**config.mk**
```make
export PLATFORM = sky130hd
export DESIGN_NAME = ultrasonic_scanner
export DESIGN_NICKNAME = d
export VERILOG_FILES = /design/src/rtl/ultrasonic_scanner.sv
export SDC_FILE = /design/constraint.sdc
export NUM_CORES = 1
export LEC_CHECK = 0
export ABC_AREA = 1
export BUFFER_PORTS_ARGS = -buffer_cell sky130_fd_sc_hd__buf_2
export CORE_ASPECT_RATIO = 0.9
export CORE_MARGIN = 4
export CORE_UTILIZATION = 60
export CTS_CLUSTER_DIAMETER = 200
export CTS_CLUSTER_SIZE = 24
export DETAILED_ROUTE_END_ITERATION = 7
export PLACE_DENSITY = 0.86
export SLEW_MARGIN = 40
export SYNTH_ARGS = -nofsm -noshare
export SYNTH_HDL_FRONTEND = slang
export SYNTH_SLANG_ARGS = --single-unit
export TNS_END_PERCENT = 30
```
**constraint.sdc**
```tcl
create_clock -name clk_in -period 2 [get_ports clk_in]
set_input_delay 0.3 -clock clk_in [delete_from_list [all_inputs] [get_ports clk_in]]
set_output_delay 0.3 -clock clk_in [all_outputs]
set_load 0.05 [all_outputs]
```
**src/rtl/ultrasonic_scanner.sv**
```systemverilog
// Round-robin multi-channel ultrasonic ranging controller: fires one sensor
// trigger per slot, measures the echo-high width and reports one result per slot.
module ultrasonic_scanner #(
  parameter int CHANNELS    = 2,
  parameter int CH_W        = 1,
  parameter int TRIG_CYCLES = 250,
  parameter int SLOT_CYCLES = 1500000,
  parameter int CNT_W       = 21
) (
  input  logic                clk_in,
  input  logic                rst_n,
  input  logic                enable,
  input  logic [CHANNELS-1:0] echo,
  output logic [CHANNELS-1:0] trig,
  output logic [CNT_W-1:0]    echo_width,
  output logic [CH_W-1:0]     echo_ch,
  output logic                echo_timeout,
  output logic                echo_valid
);

  typedef enum logic [2:0] {
    S_IDLE,
    S_TRIG,
    S_WAIT_RISE,
    S_MEASURE,
    S_HOLD
  } state_t;

  localparam logic [CNT_W-1:0] TRIG_LAST = CNT_W'(TRIG_CYCLES - 1);
  localparam logic [CNT_W-1:0] SLOT_LAST = CNT_W'(SLOT_CYCLES - 1);
  localparam logic [CNT_W-1:0] CNT_MAX   = '1;
  localparam logic [CNT_W-1:0] CNT_ONE   = CNT_W'(1);
  localparam logic [CH_W-1:0]  CH_LAST   = CH_W'(CHANNELS - 1);
  localparam logic [CH_W-1:0]  CH_ONE    = CH_W'(1);

  logic [CHANNELS-1:0] sync1_q, sync2_q;
  logic                es, es_prev_q;
  state_t              state_q, state_d;
  logic [CNT_W-1:0]    t_q, t_d;
  logic [CNT_W-1:0]    cnt_q, cnt_d;
  logic [CH_W-1:0]     ch_q, ch_d;
  logic                issued_q, issued_d;
  logic [CHANNELS-1:0] trig_q, trig_d;
  logic [CNT_W-1:0]    width_q, width_d;
  logic [CH_W-1:0]     out_ch_q, out_ch_d;
  logic                timeout_q, timeout_d;
  logic                valid_q, valid_d;

  assign es = sync2_q[ch_q];

  always_comb begin
    state_d   = state_q;
    t_d       = (state_q == S_IDLE) ? '0 : t_q + CNT_ONE;
    cnt_d     = cnt_q;
    ch_d      = ch_q;
    issued_d  = issued_q;
    trig_d    = '0;
    width_d   = width_q;
    out_ch_d  = out_ch_q;
    timeout_d = timeout_q;
    valid_d   = 1'b0;

    case (state_q)
      S_IDLE: begin
        issued_d = 1'b0;
        cnt_d    = '0;
        if (enable) state_d = S_TRIG;
      end
      S_TRIG: begin
        trig_d[ch_q] = 1'b1;
        if (t_q == TRIG_LAST) state_d = S_WAIT_RISE;
      end
      S_WAIT_RISE: begin
        // Only a genuine 0->1 transition starts a measurement.
        if (es && !es_prev_q) begin
          state_d = S_MEASURE;
          cnt_d   = CNT_ONE;
        end
      end
      S_MEASURE: begin
        if (es) begin
          if (cnt_q != CNT_MAX) cnt_d = cnt_q + CNT_ONE;
        end else begin
          width_d   = cnt_q;
          timeout_d = 1'b0;
          out_ch_d  = ch_q;
          valid_d   = 1'b1;
          issued_d  = 1'b1;
          state_d   = S_HOLD;
        end
      end
      S_HOLD: begin
      end
      default: state_d = S_IDLE;
    endcase

    // Slot end overrides; a measurement finishing this same cycle already set issued_d.
    if (state_q != S_IDLE && t_q == SLOT_LAST) begin
      if (!issued_d) begin
        width_d   = '0;
        timeout_d = 1'b1;
        out_ch_d  = ch_q;
        valid_d   = 1'b1;
      end
      ch_d    = (ch_q == CH_LAST) ? '0 : ch_q + CH_ONE;
      state_d = S_IDLE;
    end
  end

  always_ff @(posedge clk_in or negedge rst_n) begin
    if (!rst_n) begin
      sync1_q   <= '0;
      sync2_q   <= '0;
      es_prev_q <= 1'b0;
      state_q   <= S_IDLE;
      t_q       <= '0;
      cnt_q     <= '0;
      ch_q      <= '0;
      issued_q  <= 1'b0;
      trig_q    <= '0;
      width_q   <= '0;
      out_ch_q  <= '0;
      timeout_q <= 1'b0;
      valid_q   <= 1'b0;
    end else begin
      sync1_q   <= echo;
      sync2_q   <= sync1_q;
      es_prev_q <= es;
      state_q   <= state_d;
      t_q       <= t_d;
      cnt_q     <= cnt_d;
      ch_q      <= ch_d;
      issued_q  <= issued_d;
      trig_q    <= trig_d;
      width_q   <= width_d;
      out_ch_q  <= out_ch_d;
      timeout_q <= timeout_d;
      valid_q   <= valid_d;
    end
  end

  assign trig         = trig_q;
  assign echo_width   = width_q;
  assign echo_ch      = out_ch_q;
  assign echo_timeout = timeout_q;
  assign echo_valid   = valid_q;

endmodule

```
---- Yosys cells after proc, flatten, opt, wreduce, memory -nomap -nowiden ----
Cells that the tools add are included.
Widths: inputs -> output; s select.
word-level totals
  bits of input ports ..................... 5
  output and inout bits ................... 26
  bits in registers ....................... 78
  word-level logic and storage cells ...... 77
cells by class
  reductions and logical operators ........ 9
  equality and inequality tests ........... 15
  add/subtract/negate cells ............... 3
  $lt $le $gt $ge ......................... 2
  multiplexer cells ....................... 35
operators by type and width
  operator               count
  $mux 21                8
  $pmux 21 s3            1
  $add 21x1->21 const B  2
  $eq 21x21->1 const B   1
  $eq 21x8->1 const B    1
  $ne 21x21->1 const B   1
  $mux 1                 17
  $mux 3                 5
  $pmux 3 s5             1
  $ne 3x3->1 const B     3
  $ne 2x2->1 const B     4
  $eq 3x2->1 const B     2
  $reduce_bool 3->1      2
  $reduce_and 5->1       1
  $reduce_and 4->1       1
  $eq 3x1->1 const B     1
  $eq 3x3->1 const B     1
  $logic_and 1x1->1      3
  $logic_not 3->1        1
  $ne 3x2->1 const B     1
  $lt 1x2->1 const B     1
  $mux 2                 1
  $pmux 1 s2             1
  $add 1x1->1 const B    1
  other kinds (3)        3

---- Longest topological paths before layout ----
Gate-level depths: netlist (run 1).
  depth in word-level cells ............... 6
  depth in mapped cells ................... 13
  depth with buffers taken out ............ 13

---- Worst setup path after synthesis (run 1) ----
No wires, ideal clock.
  kind .................................... flip-flop to flip-flop
  start ................................... reg cnt_q[0]
  end ..................................... reg cnt_q[14]
  setup time .............................. 0.118 ns
  required time ........................... 1.882 ns
  cell stages (with the launch flop) ...... 12
  clock period less this slack ............ 1.573 ns
  setup slack ............................. 0.427 ns
  arrival time ............................ 1.455 ns
  path through ............................ dfrtp_1 ha_1 nand3_1 inv_2 nand3_2 nor2_4 nand2_2 nand2_4 inv_2 buf_4 nand3b_1 nand2_1
on the way
  longest elaborated chain between the ends .. 4
  elaborated cells between the ends (all ways) .. 7
ends and longest elaborated chain
  item                      line  RTL
  start: declaration        40    logic [CNT_W-1:0] cnt_q, cnt_d;
  start signal: assignment  131   cnt_q <= cnt_d;
  $add 21x1->21             82    if (cnt_q != CNT_MAX) cnt_d = cnt_q + CNT_ONE;
  $mux 21                   82
  $mux 21                   81    if (es) begin
  $pmux 21 s3               63    case (state_q)
Several ways; a longest one is shown, not always the timed one. The select of a mux whose other input is x is not followed.
A chain may end at the register's enable or synchronous reset.

---- Worst setup path after layout (run 1) ----
  start ................................... reg t_q[0]
  end ..................................... reg t_q[14]
on the way
  longest elaborated chain between the ends .. 2
ends and longest elaborated chain
  item                      line  RTL
  start: declaration        39    logic [CNT_W-1:0] t_q, t_d;
  start signal: assignment  130   t_q <= t_d;
  $add 21x1->21             53    t_d = (state_q == S_IDLE) ? '0 : t_q + CNT_ONE;
  $mux 21                   53
  named net t_d[14]         39
The timed path passes the listed nets, and every way through them passes these cells.

==> results.py, run 1 <==
metrics = {
    "outcome": {
        "outcome": "complete, no violations",
    },
    "cells_and_area": {
        "area.growth.synth_to_final_pct": 10.9,
        "finalCoreUtilization_pct": 69.3,
        "layout-drive-gt1-share_pct": 16.6,
        "antennaDiodeCount": 0,
        "finish.net_count": 588,
    },
    "drt": {
        "vias": 3667,
        "drt-wirelength-per-cell_um": 14.5,
        "vias_per_cell": 5.43,
        "post-route-drc-count": 0,
        "drtAntennaViolNets": 0,
        "route.final.wire_length_um": 9770,
        "drt_iter0_markers": 345,
        "drt-pass1-iter-count": 6,
    },
    "sta": {
        "setup-violations-final": 0,
        "rsz_0062_raised_after_global_routing": "false",
        "timing_worst_slew_pin_value_ps": 479,
        "final.period_utilization_pct": 93.7,
        "timing.fmax_mhz": 534,
        "period_needed_ps": 1870,
        "timing.setup.tns_ps": 0,
        "final.hold.worst_slack_ps": 44.1,
        "finClkSkew_ps": 9.83,
        "finalHoldViolations": 0,
        "max_slew_margin_pct": 68.0,
        "final_report_max_slew_violation_count": 0,
    },
    "clock_network": {
        "clk_path_buf_depth": 2,
        "cts_setup_buffers": 0,
        "worstSkewPairLatency_ps": 360,
        "tritoncts": "yes",
        "cts.htree.levels": 3,
        "total_cts_buffers": 9,
        "cts_sinks": 78,
        "root_driver": "sky130_fd_sc_hd__clkbuf_8",
        "worst_setup_hold_path_clk_slew_ps": 90,
    },
    "synthesis": {
        "asyncSetResetFlopFracSynth_pct": 100,
        "largest_family_of_logic_cells_by_synthesized_area": "simple AND/OR/NAND/NOR gates",
        "synth_cell_types": 33,
        "synth_area_sq_um": 4160,
        "yosys-mux-area-fraction_pct": 0,
        "nets_in_the_synthesized_netlist": 551,
        "synth-seq-cells": 78,
        "yosys.area_share.xor_xnor_pct": 3.16,
        "synth_seq_area_share_pct": 46.9,
        "yosys.area_share.adder_pct": 0.902,
        "yosysWarnings": 0,
        "syn_area_per_cell_sq_um": 7.66,
        "yosys.area_share.simple_pct": 33.8,
        "synthCells": 543,
        "ys.flop_type": "sky130_fd_sc_hd__dfrtp_1",
        "synth_compound_area_share_pct": 7.34,
        "synth-edff-count": 0,
    },
    "die": {
        "die_area_sq_um": 8330,
        "placement_rows": 28,
        "initial_standard_cell_utilization_of_the_core_pct": 62.5,
        "die-width_um": 95.8,
        "core_sq_um": 6660,
        "fp.dieH_um": 87.0,
        "num_io_pins": 31,
    },
    "grt": {
        "use_met2_pct": 38.6,
        "via_count_of_the_first_global_routing_pass": 3551,
        "grt_first_pass_wirelength_um": 17100,
        "global_route_track_usage_on_met1_pct": 39.5,
        "grtUsageTotal_pct": 26.6,
        "grt.busiest_layer": "met1",
        "overflow": 0,
        "global_route.usage.met3_pct": 6.05,
        "number_of_antenna_violations_at_the_first_check_in_global_routing": 0,
        "grt_start_max_net_pins": 43,
    },
    "hold_path": {
        "type_of_the_worst_min_delay_path": "in -> reg",
    },
    "power_and_ir_drop": {
        "p_leak_nw": 2.14,
        "max-vdd-ir-drop_mv": 0.982,
        "power.total_mw": 5.75,
        "power_density_nw_per_um2": 1250,
    },
    "setup_path": {
        "worstPathRequired_ps": 2280,
        "end_kind": "flip-flop",
        "worstPathCellList": "ha_1, nand2_1, inv_1, nand2_1, nor2_1, nand2_1, nor3_1, o21ai_0, a21oi_1",
        "rrSetupSlack_ps": 130,
        "critical_path.slowest_cell": "sky130_fd_sc_hd__dfrtp_1",
        "max_stage_delay_ps": 470,
        "timing_worst_setup_path_type": "reg -> reg",
        "cpLargestDelayFamily": "simple AND/OR/NAND/NOR gates",
        "critPathArrivalTime_ps": 2160,
        "cpMostUsedCell": "sky130_fd_sc_hd__nand2_1",
        "critPathLaunchType": "flip-flop",
        "worstPathMaxFanout": 7,
        "critPathBufInv": 1,
    },
    "job": {
        "timing.max_cap.violations": 0,
    },
    "placed_design": {
        "placement.io_buffers": 30,
        "dp_hpwl_um": 7210,
        "routabilityCongestion": 0.956,
    },
}
==> path summary, 6_finish.rpt <==
check,start,to,depth (start not counted)
hold / removal,echo[0],sync1_q[0]$_DFF_PN0_,1
hold reg to reg,sync1_q[0]$_DFF_PN0_,sync2_q[0]$_DFF_PN0_,0
setup / recovery,t_q[0]$_DFF_PN0_,t_q[14]$_DFF_PN0_,9
min in group asynchronous,rst_n,t_q[15]$_DFF_PN0_,2
setup reg to reg,t_q[0]$_DFF_PN0_,t_q[14]$_DFF_PN0_,9
max in group asynchronous,rst_n,cnt_q[0]$_DFFE_PN0P_,3
==> through the flow <==
step | setup WS (ps) | instance area (sq um) | cells
6_report | 126 | 4610 | 675
5_1_grt | 4.45 | 4610 | 675
4_1_cts | 110 | 4610 | 675
3_5_place_dp | 126 | 4400 | 658
3_3_place_gp | 236 | 4400 | 658
2_1_floorplan | 427 | 4160 | 543
==> Yosys cell counts, drive strengths merged (3+ instances only) <==
library cell | count | share of area, %
nor3 | 19 | 2.9
a21oi | 16 | 1.9
xor2 | 14 | 2.9
clkbuf | 4 | 0.36
dfrtp | 78 | 47
ha | 3 | 0.90
nor2 | 102 | 10
nand2 | 143 | 14
nand4 | 9 | 1.4
inv | 58 | 5.2
nand3b | 3 | 0.54
buf | 10 | 2.2
nand3 | 39 | 4.8
o21ai | 39 | 5.1
==> layout by cell type, fill, tap and decap left out, drive strengths merged <==
cell type / Yosys / layout
xor2: 14 / 14
nor3: 19 / 19
nor2: 102 / 102
dlygate4sd3: 0 / 1
o21a: 1 / 1
nand2: 143 / 143
nand4: 9 / 9
nor3b: 1 / 1
nand3b: 3 / 3
ha: 3 / 3
clkinvlp: 0 / 3
clkinv: 1 / 1
clkbuf: 4 / 10
or2: 1 / 1
bufinv: 0 / 1
inv: 58 / 60
a22oi: 1 / 1
nand3: 39 / 39
o21ai: 39 / 39
a21oi: 16 / 16
dfrtp: 78 / 78
buf: 10 / 39
xnor2: 1 / 1
==> layout make-up <==
type	count	area (sq um)
Fill cell	534	2040
Multi-Input combinational cell	392	1880
Sequential cell	78	1950
Clock inverter	6	70.1
Tap cell	90	113
Clock buffer	10	128
Timing Repair Buffer	40	243
Inverter	59	225
==> sequential cells by signal, indices dropped and copies added, names as in the netlist <==
signal	cells
ch_q	1
echo_ch	1
issued_q	1
cnt_q	21
echo_timeout	1
es_prev_q	1
sync2_q	2
t_q	21
echo_width	21
sync1_q	2
state_q	3
trig	2
echo_valid	1
==> power by group <==
part,switching (mW),internal [mW]
registers,0.202,1.88
clock network,0.624,0.586
logic,1.84,0.621
==> cell families after synthesis <==
logic type	after synthesis
fa+ha+maj	3
simple gates	317
compound gates	57
buf+inv	73
flops	78
xor+xnor	15
==> layer usage <==
| layer | part of all wire, % | wire length (um) |
|---|---|---|
| met5 | 0 | 0 |
| met4 | 1.8 | 179 |
| met3 | 7.6 | 743 |
| met2 | 43 | 4200 |
| met1 | 48 | 4640 |
==> repair_timing <==
item,in CTS,in global routing
endpoints found under the setup margin,0,28
hold buffers,1,0
hold endpoints to repair,36,0
resized for setup,0,4
(Power assumes the default switching activity.)
==> inputs of run 2 (changes only) <==
==> constraint.sdc (replaced) <==
create_clock -name clk_in -period 2 [get_ports clk_in]
set_input_delay 0 -clock clk_in [delete_from_list [all_inputs] [get_ports clk_in]]
set_output_delay 0 -clock clk_in [all_outputs]
set_load 0.05 [all_outputs]
==> run 2 against run 1 <==
Critical path type unchanged. Clock power grew 9%. Largest cell class unchanged. Register-to-register slack better by 70 ps. Cell count grew 0.44%. Power is 1.6% higher.
==> results.py, run 2 (synthesis gave the netlist of run 1 again) <==
metrics = {
    "sta": {
        "timing.fmax_mhz": 553,
        "final.hold.worst_slack_ps": 136,
        "setup-violations-final": 0,
        "final.period_utilization_pct": 90.4,
        "final_report_max_slew_violation_count": 0,
        "finalHoldViolations": 0,
        "finClkSkew_ps": 9.98,
        "max_slew_margin_pct": 68.5,
        "period_needed_ps": 1810,
        "timing.setup.tns_ps": 0,
        "fin_ws_ps": 192,
        "timing_worst_slew_pin_value_ps": 472,
        "rsz_0062_raised_after_global_routing": "false",
    },
    "setup_path": {
        "timing.reg2reg.worst_path_depth": 10,
        "critPathArrivalTime_ps": 2050,
        "timing_worst_setup_path_type": "reg -> reg",
        "r2r_end": "cnt_q[9]$_DFFE_PN0P_",
        "worstPathMaxFanout": 14,
        "critPathLaunchType": "flip-flop",
        "end_kind": "flip-flop",
        "rrSetupSlack_ps": 190,
        "worstPathRequired_ps": 2240,
        "crit-reg2reg-launch": "cnt_q[0]$_DFFE_PN0P_",
    },
    "drt": {
        "route.final.wire_length_um": 9460,
        "drt-wirelength-per-cell_um": 14.0,
        "drt_iter0_markers": 256,
        "vias_per_cell": 5.42,
        "vias": 3673,
        "drtAntennaViolNets": 0,
        "drt-pass1-iter-count": 5,
        "post-route-drc-count": 0,
    },
    "grt": {
        "global_route_track_usage_on_met1_pct": 36.8,
        "via_count_of_the_first_global_routing_pass": 3553,
        "grt_first_pass_wirelength_um": 16500,
        "overflow": 0,
        "number_of_antenna_violations_at_the_first_check_in_global_routing": 0,
        "grtUsageTotal_pct": 25.5,
        "grt.busiest_layer": "met2",
        "grt_start_max_net_pins": 44,
        "use_met2_pct": 38.1,
        "global_route.usage.met3_pct": 6.74,
    },
    "die": {
        "die-width_um": 95.8,
        "initial_standard_cell_utilization_of_the_core_pct": 62.5,
        "placement_rows": 28,
        "fp.dieH_um": 87.0,
        "num_io_pins": 31,
        "core_sq_um": 6660,
        "die_area_sq_um": 8330,
    },
    "hold_path": {
        "type_of_the_worst_min_delay_path": "in -> async",
    },
    "cells_and_area": {
        "layout.cells.non_filler": 678,
        "most_used_cells_in_the_layout_excluding_fill_and_tap_cells": "129 x sky130_fd_sc_hd__nand2_1, 93 x sky130_fd_sc_hd__nor2_1, 78 x sky130_fd_sc_hd__dfrtp_1",
        "layout.cells.most_common": "sky130_fd_sc_hd__nand2_1",
        "finish.net_count": 591,
        "finalCoreUtilization_pct": 70.1,
        "area.growth.synth_to_final_pct": 12.2,
        "layout-drive-gt1-share_pct": 16.3,
        "antennaDiodeCount": 0,
    },
    "power_and_ir_drop": {
        "p_sw_mw": 2.62,
        "internal_power_mw": 3.22,
        "p_leak_nw": 2.18,
        "pwr-share-clk_pct": 22.6,
        "max-vdd-ir-drop_mv": 0.978,
        "power.combinational.fraction_pct": 42.0,
        "power.switching_fraction_pct": 44.8,
        "reg_power_share_pct": 35.4,
        "power_density_nw_per_um2": 1250,
    },
    "clock_network": {
        "worst_setup_hold_path_clk_slew_ps": 80,
        "root_driver": "sky130_fd_sc_hd__clkbuf_8",
        "tritoncts": "yes",
        "total_cts_buffers": 9,
        "worstSkewPairLatency_ps": 350,
        "clk_path_buf_depth": 2,
        "cts_sinks": 78,
        "cts.htree.levels": 3,
        "cts_setup_buffers": 0,
    },
    "placed_design": {
        "detailedPlace.worstSlack_ps": 164,
        "placed_cells": 658,
        "dp_hpwl_um": 6870,
        "placement.io_buffers": 30,
        "routabilityCongestion": 0.978,
    },
    "outcome": {
        "outcome": "complete, no violations",
    },
    "job": {
        "timing.max_cap.violations": 0,
    },
}
run 2: final cells by class:
type                            instances  area, sq um
Clock buffer                           10          128
Fill cell                             547         1990
Multi-Input combinational cell        392         1880
Inverter                               59          225
Timing Repair Buffer                   43          273
Tap cell                               90          113
Clock inverter                          6         93.8
Sequential cell                        78         1950
run 2: power groups by stage:
stage	Clock (mW)	Sequential [mW]	Combinational, mW
2_1_floorplan	0	2.84	1.19
3_3_place_gp	0	2.09	2.36
3_5_place_dp	0	2.10	2.42
4_1_cts	1.34	2.07	2.45
5_1_grt	1.42	2.12	2.68
6_report	1.32	2.07	2.45
run 2: worst max path at each step:
stage	from	endpoint	slack, ps	cells after the start
3_5_place_dp	t_q[0]$_DFF_PN0_	t_q[14]$_DFF_PN0_	160	9
6_report	cnt_q[0]$_DFFE_PN0P_	cnt_q[9]$_DFFE_PN0P_	190	10
5_1_grt	t_q[0]$_DFF_PN0_	state_q[1]$_DFFE_PN0P_	10	11
2_1_floorplan	cnt_q[0]$_DFFE_PN0P_	cnt_q[14]$_DFFE_PN0P_	430	11
3_3_place_gp	t_q[0]$_DFF_PN0_	echo_width[3]$_DFF_PN0_	270	8
4_1_cts	t_q[0]$_DFF_PN0_	t_q[14]$_DFF_PN0_	130	9
run 2: through the flow:
step	cell area, sq um	total power [mW]
after detailed placement	4400	4.52
after global routing	4670	6.22
after floorplan	4160	4.03
final	4670	5.84
after global placement	4400	4.44
after CTS	4660	5.86
run 2: critical path: stages (launching register included):
cell	delay [ps]
sky130_fd_sc_hd__dfrtp_1	430
sky130_fd_sc_hd__ha_1	270
sky130_fd_sc_hd__nand3_1	170
sky130_fd_sc_hd__inv_2	110
sky130_fd_sc_hd__nand3_2	80
sky130_fd_sc_hd__nor2_4	100
sky130_fd_sc_hd__nand2_2	70
sky130_fd_sc_hd__nand2_4	140
sky130_fd_sc_hd__inv_2	140
sky130_fd_sc_hd__nand3b_1	120
sky130_fd_sc_hd__nand2_1	50
run 2: routing by layer:
layer | up-vias | share of wire, %
met4 | 0 | 1.1
met1 | 1714 | 46
met3 | 14 | 9.0
met2 | 150 | 44
met5 | - | 0
li1 | 1795 | -
run 2: timing repair:
action                                 in CTS  in global routing
hold buffers                                4                  0
gates resized for setup                     0                  3
setup endpoints to repair                   0                  7
endpoints found under the hold margin      38                  0
==> inputs of run 3 (changes only) <==
CORE_MARGIN = 2   (was 4)
==> run 3 against run 2 <==
Wire length decreased by 0.17%. Clock skew fell by 1.1 ps. Via count down 0.52%. Cell count fell by 0.15%.
==> results.py, run 3 (synthesis gave the netlist of run 1 again) <==
metrics = {
    "setup_path": {
        "timing_worst_setup_path_type": "reg -> reg",
        "end_kind": "flip-flop",
        "worstPathCellList": "ha_1, nand3_1, inv_2, nand3_2, nor2_4, nand2_2, nand2_4, buf_4, nand2_1, o21ai_0",
        "critPathBufInv": 2,
        "worstPathMaxFanout": 15,
        "critPathLaunchType": "flip-flop",
        "critPathArrivalTime_ps": 2150,
        "worstPathRequired_ps": 2260,
        "cpLargestDelayFamily": "simple AND/OR/NAND/NOR gates",
        "critical_path.slowest_cell": "sky130_fd_sc_hd__dfrtp_1",
        "max_stage_delay_ps": 430,
    },
    "sta": {
        "setup-violations-final": 0,
        "period_needed_ps": 1890,
        "timing.fmax_mhz": 529,
        "timing_worst_slew_pin_value_ps": 468,
        "final.period_utilization_pct": 94.6,
        "rsz_0062_raised_after_global_routing": "false",
        "finClkSkew_ps": 8.92,
        "finalHoldViolations": 0,
        "timing.setup.tns_ps": 0,
        "max_slew_margin_pct": 68.8,
        "final_report_max_slew_violation_count": 0,
    },
    "grt": {
        "global_route.usage.met3_pct": 5.54,
        "global_route_track_usage_on_met1_pct": 39.5,
        "grt_start_max_net_pins": 44,
        "grt_first_pass_wirelength_um": 16100,
        "number_of_antenna_violations_at_the_first_check_in_global_routing": 0,
        "grtUsageTotal_pct": 26.6,
        "grt.busiest_layer": "met2",
        "overflow": 0,
        "use_met2_pct": 39.6,
        "via_count_of_the_first_global_routing_pass": 3360,
    },
    "clock_network": {
        "root_driver": "sky130_fd_sc_hd__clkbuf_8",
        "total_cts_buffers": 9,
        "tritoncts": "yes",
        "clk_path_buf_depth": 2,
        "worst_setup_hold_path_clk_slew_ps": 80,
        "worstSkewPairLatency_ps": 360,
        "cts_setup_buffers": 0,
        "cts.htree.levels": 3,
        "cts_sinks": 78,
    },
    "outcome": {
        "outcome": "complete, no violations",
    },
    "drt": {
        "vias_per_cell": 5.40,
        "drt-wirelength-per-cell_um": 14.0,
        "vias": 3654,
        "drt_iter0_markers": 337,
        "post-route-drc-count": 0,
        "drt-pass1-iter-count": 5,
        "drtAntennaViolNets": 0,
        "route.final.wire_length_um": 9450,
    },
    "cells_and_area": {
        "area.growth.synth_to_final_pct": 11.6,
        "finish.net_count": 590,
        "most_used_cells_in_the_layout_excluding_fill_and_tap_cells": "129 x sky130_fd_sc_hd__nand2_1, 93 x sky130_fd_sc_hd__nor2_1, 78 x sky130_fd_sc_hd__dfrtp_1",
        "layout-drive-gt1-share_pct": 16.4,
        "antennaDiodeCount": 0,
        "layout.cells.most_common": "sky130_fd_sc_hd__nand2_1",
    },
    "die": {
        "die-width_um": 91.8,
        "placement_rows": 28,
        "die_area_sq_um": 7620,
        "num_io_pins": 31,
        "initial_standard_cell_utilization_of_the_core_pct": 62.5,
        "fp.dieH_um": 83.0,
        "core_sq_um": 6660,
    },
    "job": {
        "timing.max_cap.violations": 0,
    },
    "power_and_ir_drop": {
        "p_leak_nw": 2.17,
        "power_density_nw_per_um2": 1220,
        "max-vdd-ir-drop_mv": 1.04,
        "power.total_mw": 5.69,
    },
    "placed_design": {
        "routabilityCongestion": 0.965,
        "placement.io_buffers": 30,
        "dp_hpwl_um": 6810,
    },
    "hold_path": {
        "type_of_the_worst_min_delay_path": "in -> async",
    },
}
-- run 3: changes by cell type in the layout (fill, tap and decap cells not counted) --
cell,change
sky130_fd_sc_hd__buf_4,-1
sky130_fd_sc_hd__bufinv_16,-1
sky130_fd_sc_hd__clkbuf_1,-1
sky130_fd_sc_hd__clkinv_2,+1
sky130_fd_sc_hd__clkinv_4,-1
sky130_fd_sc_hd__inv_6,+1
sky130_fd_sc_hd__inv_8,+1
-- run 3: final timing paths --
check	from	to	slack [ps]	cells after the start
max reg2reg	cnt_q[1]$_DFFE_PN0P_	cnt_q[18]$_DFFE_PN0P_	110	10
max in group asynchronous	rst_n	cnt_q[16]$_DFFE_PN0P_	1290	3
min in group clk_in	echo[1]	sync1_q[1]$_DFF_PN0_	290	2
min reg2reg	sync1_q[1]$_DFF_PN0_	sync2_q[1]$_DFF_PN0_	360	0
max	cnt_q[1]$_DFFE_PN0P_	cnt_q[18]$_DFFE_PN0P_	110	10
min	rst_n	t_q[10]$_DFF_PN0_	140	2
-- run 3: layout make-up --
class,instances,area [sq um]
Clock buffer,9,124
Clock inverter,7,80.1
Fill cell,530,2010
Inverter,59,225
Multi-Input combinational cell,392,1880
Sequential cell,78,1950
Tap cell,90,113
Timing Repair Buffer,42,265
-- run 3: stage by stage --
step           cells  util [%]  hold WS, ps  setup slack [ps]  area, sq um
2_1_floorplan    543         -         -296               427         4160
3_3_place_gp     657      66.0        -20.3               269         4390
3_5_place_dp     657      66.0        -12.2               198         4390
4_1_cts          677      69.6          143               146         4640
5_1_grt          677      69.8          185              22.4         4640
6_report         677      69.8          136               109         4640
-- run 3: worst reg2reg max path, cell delays in order (launching register included) --
cell,delay [ps]
sky130_fd_sc_hd__dfrtp_1,430
sky130_fd_sc_hd__ha_1,270
sky130_fd_sc_hd__nand3_1,180
sky130_fd_sc_hd__inv_2,120
sky130_fd_sc_hd__nand3_2,80
sky130_fd_sc_hd__nor2_4,110
sky130_fd_sc_hd__nand2_2,70
sky130_fd_sc_hd__nand2_4,160
sky130_fd_sc_hd__buf_4,200
sky130_fd_sc_hd__nand2_1,70
sky130_fd_sc_hd__o21ai_0,100
-- run 3: power breakdown --
part	internal (mW)	switching, mW	total (mW)
registers	1.88	0.194	2.07
logic	0.610	1.79	2.40
clock network	0.593	0.616	1.21
total	3.08	2.60	5.69
-- run 3: routing by layer --
metal	vias up	share of wire, %	wire (um)
li1	1793	-	-
met1	1693	48	4500
met2	152	43	4070
met3	16	7.9	750
met4	0	1.3	127
met5	-	0	0
-- run 3: what timing repair did --
item                                    CTS  global route
gates resized for setup                   0             3
hold endpoints to repair                 39             0
hold buffers                              4             0
endpoints found under the setup margin    0            19
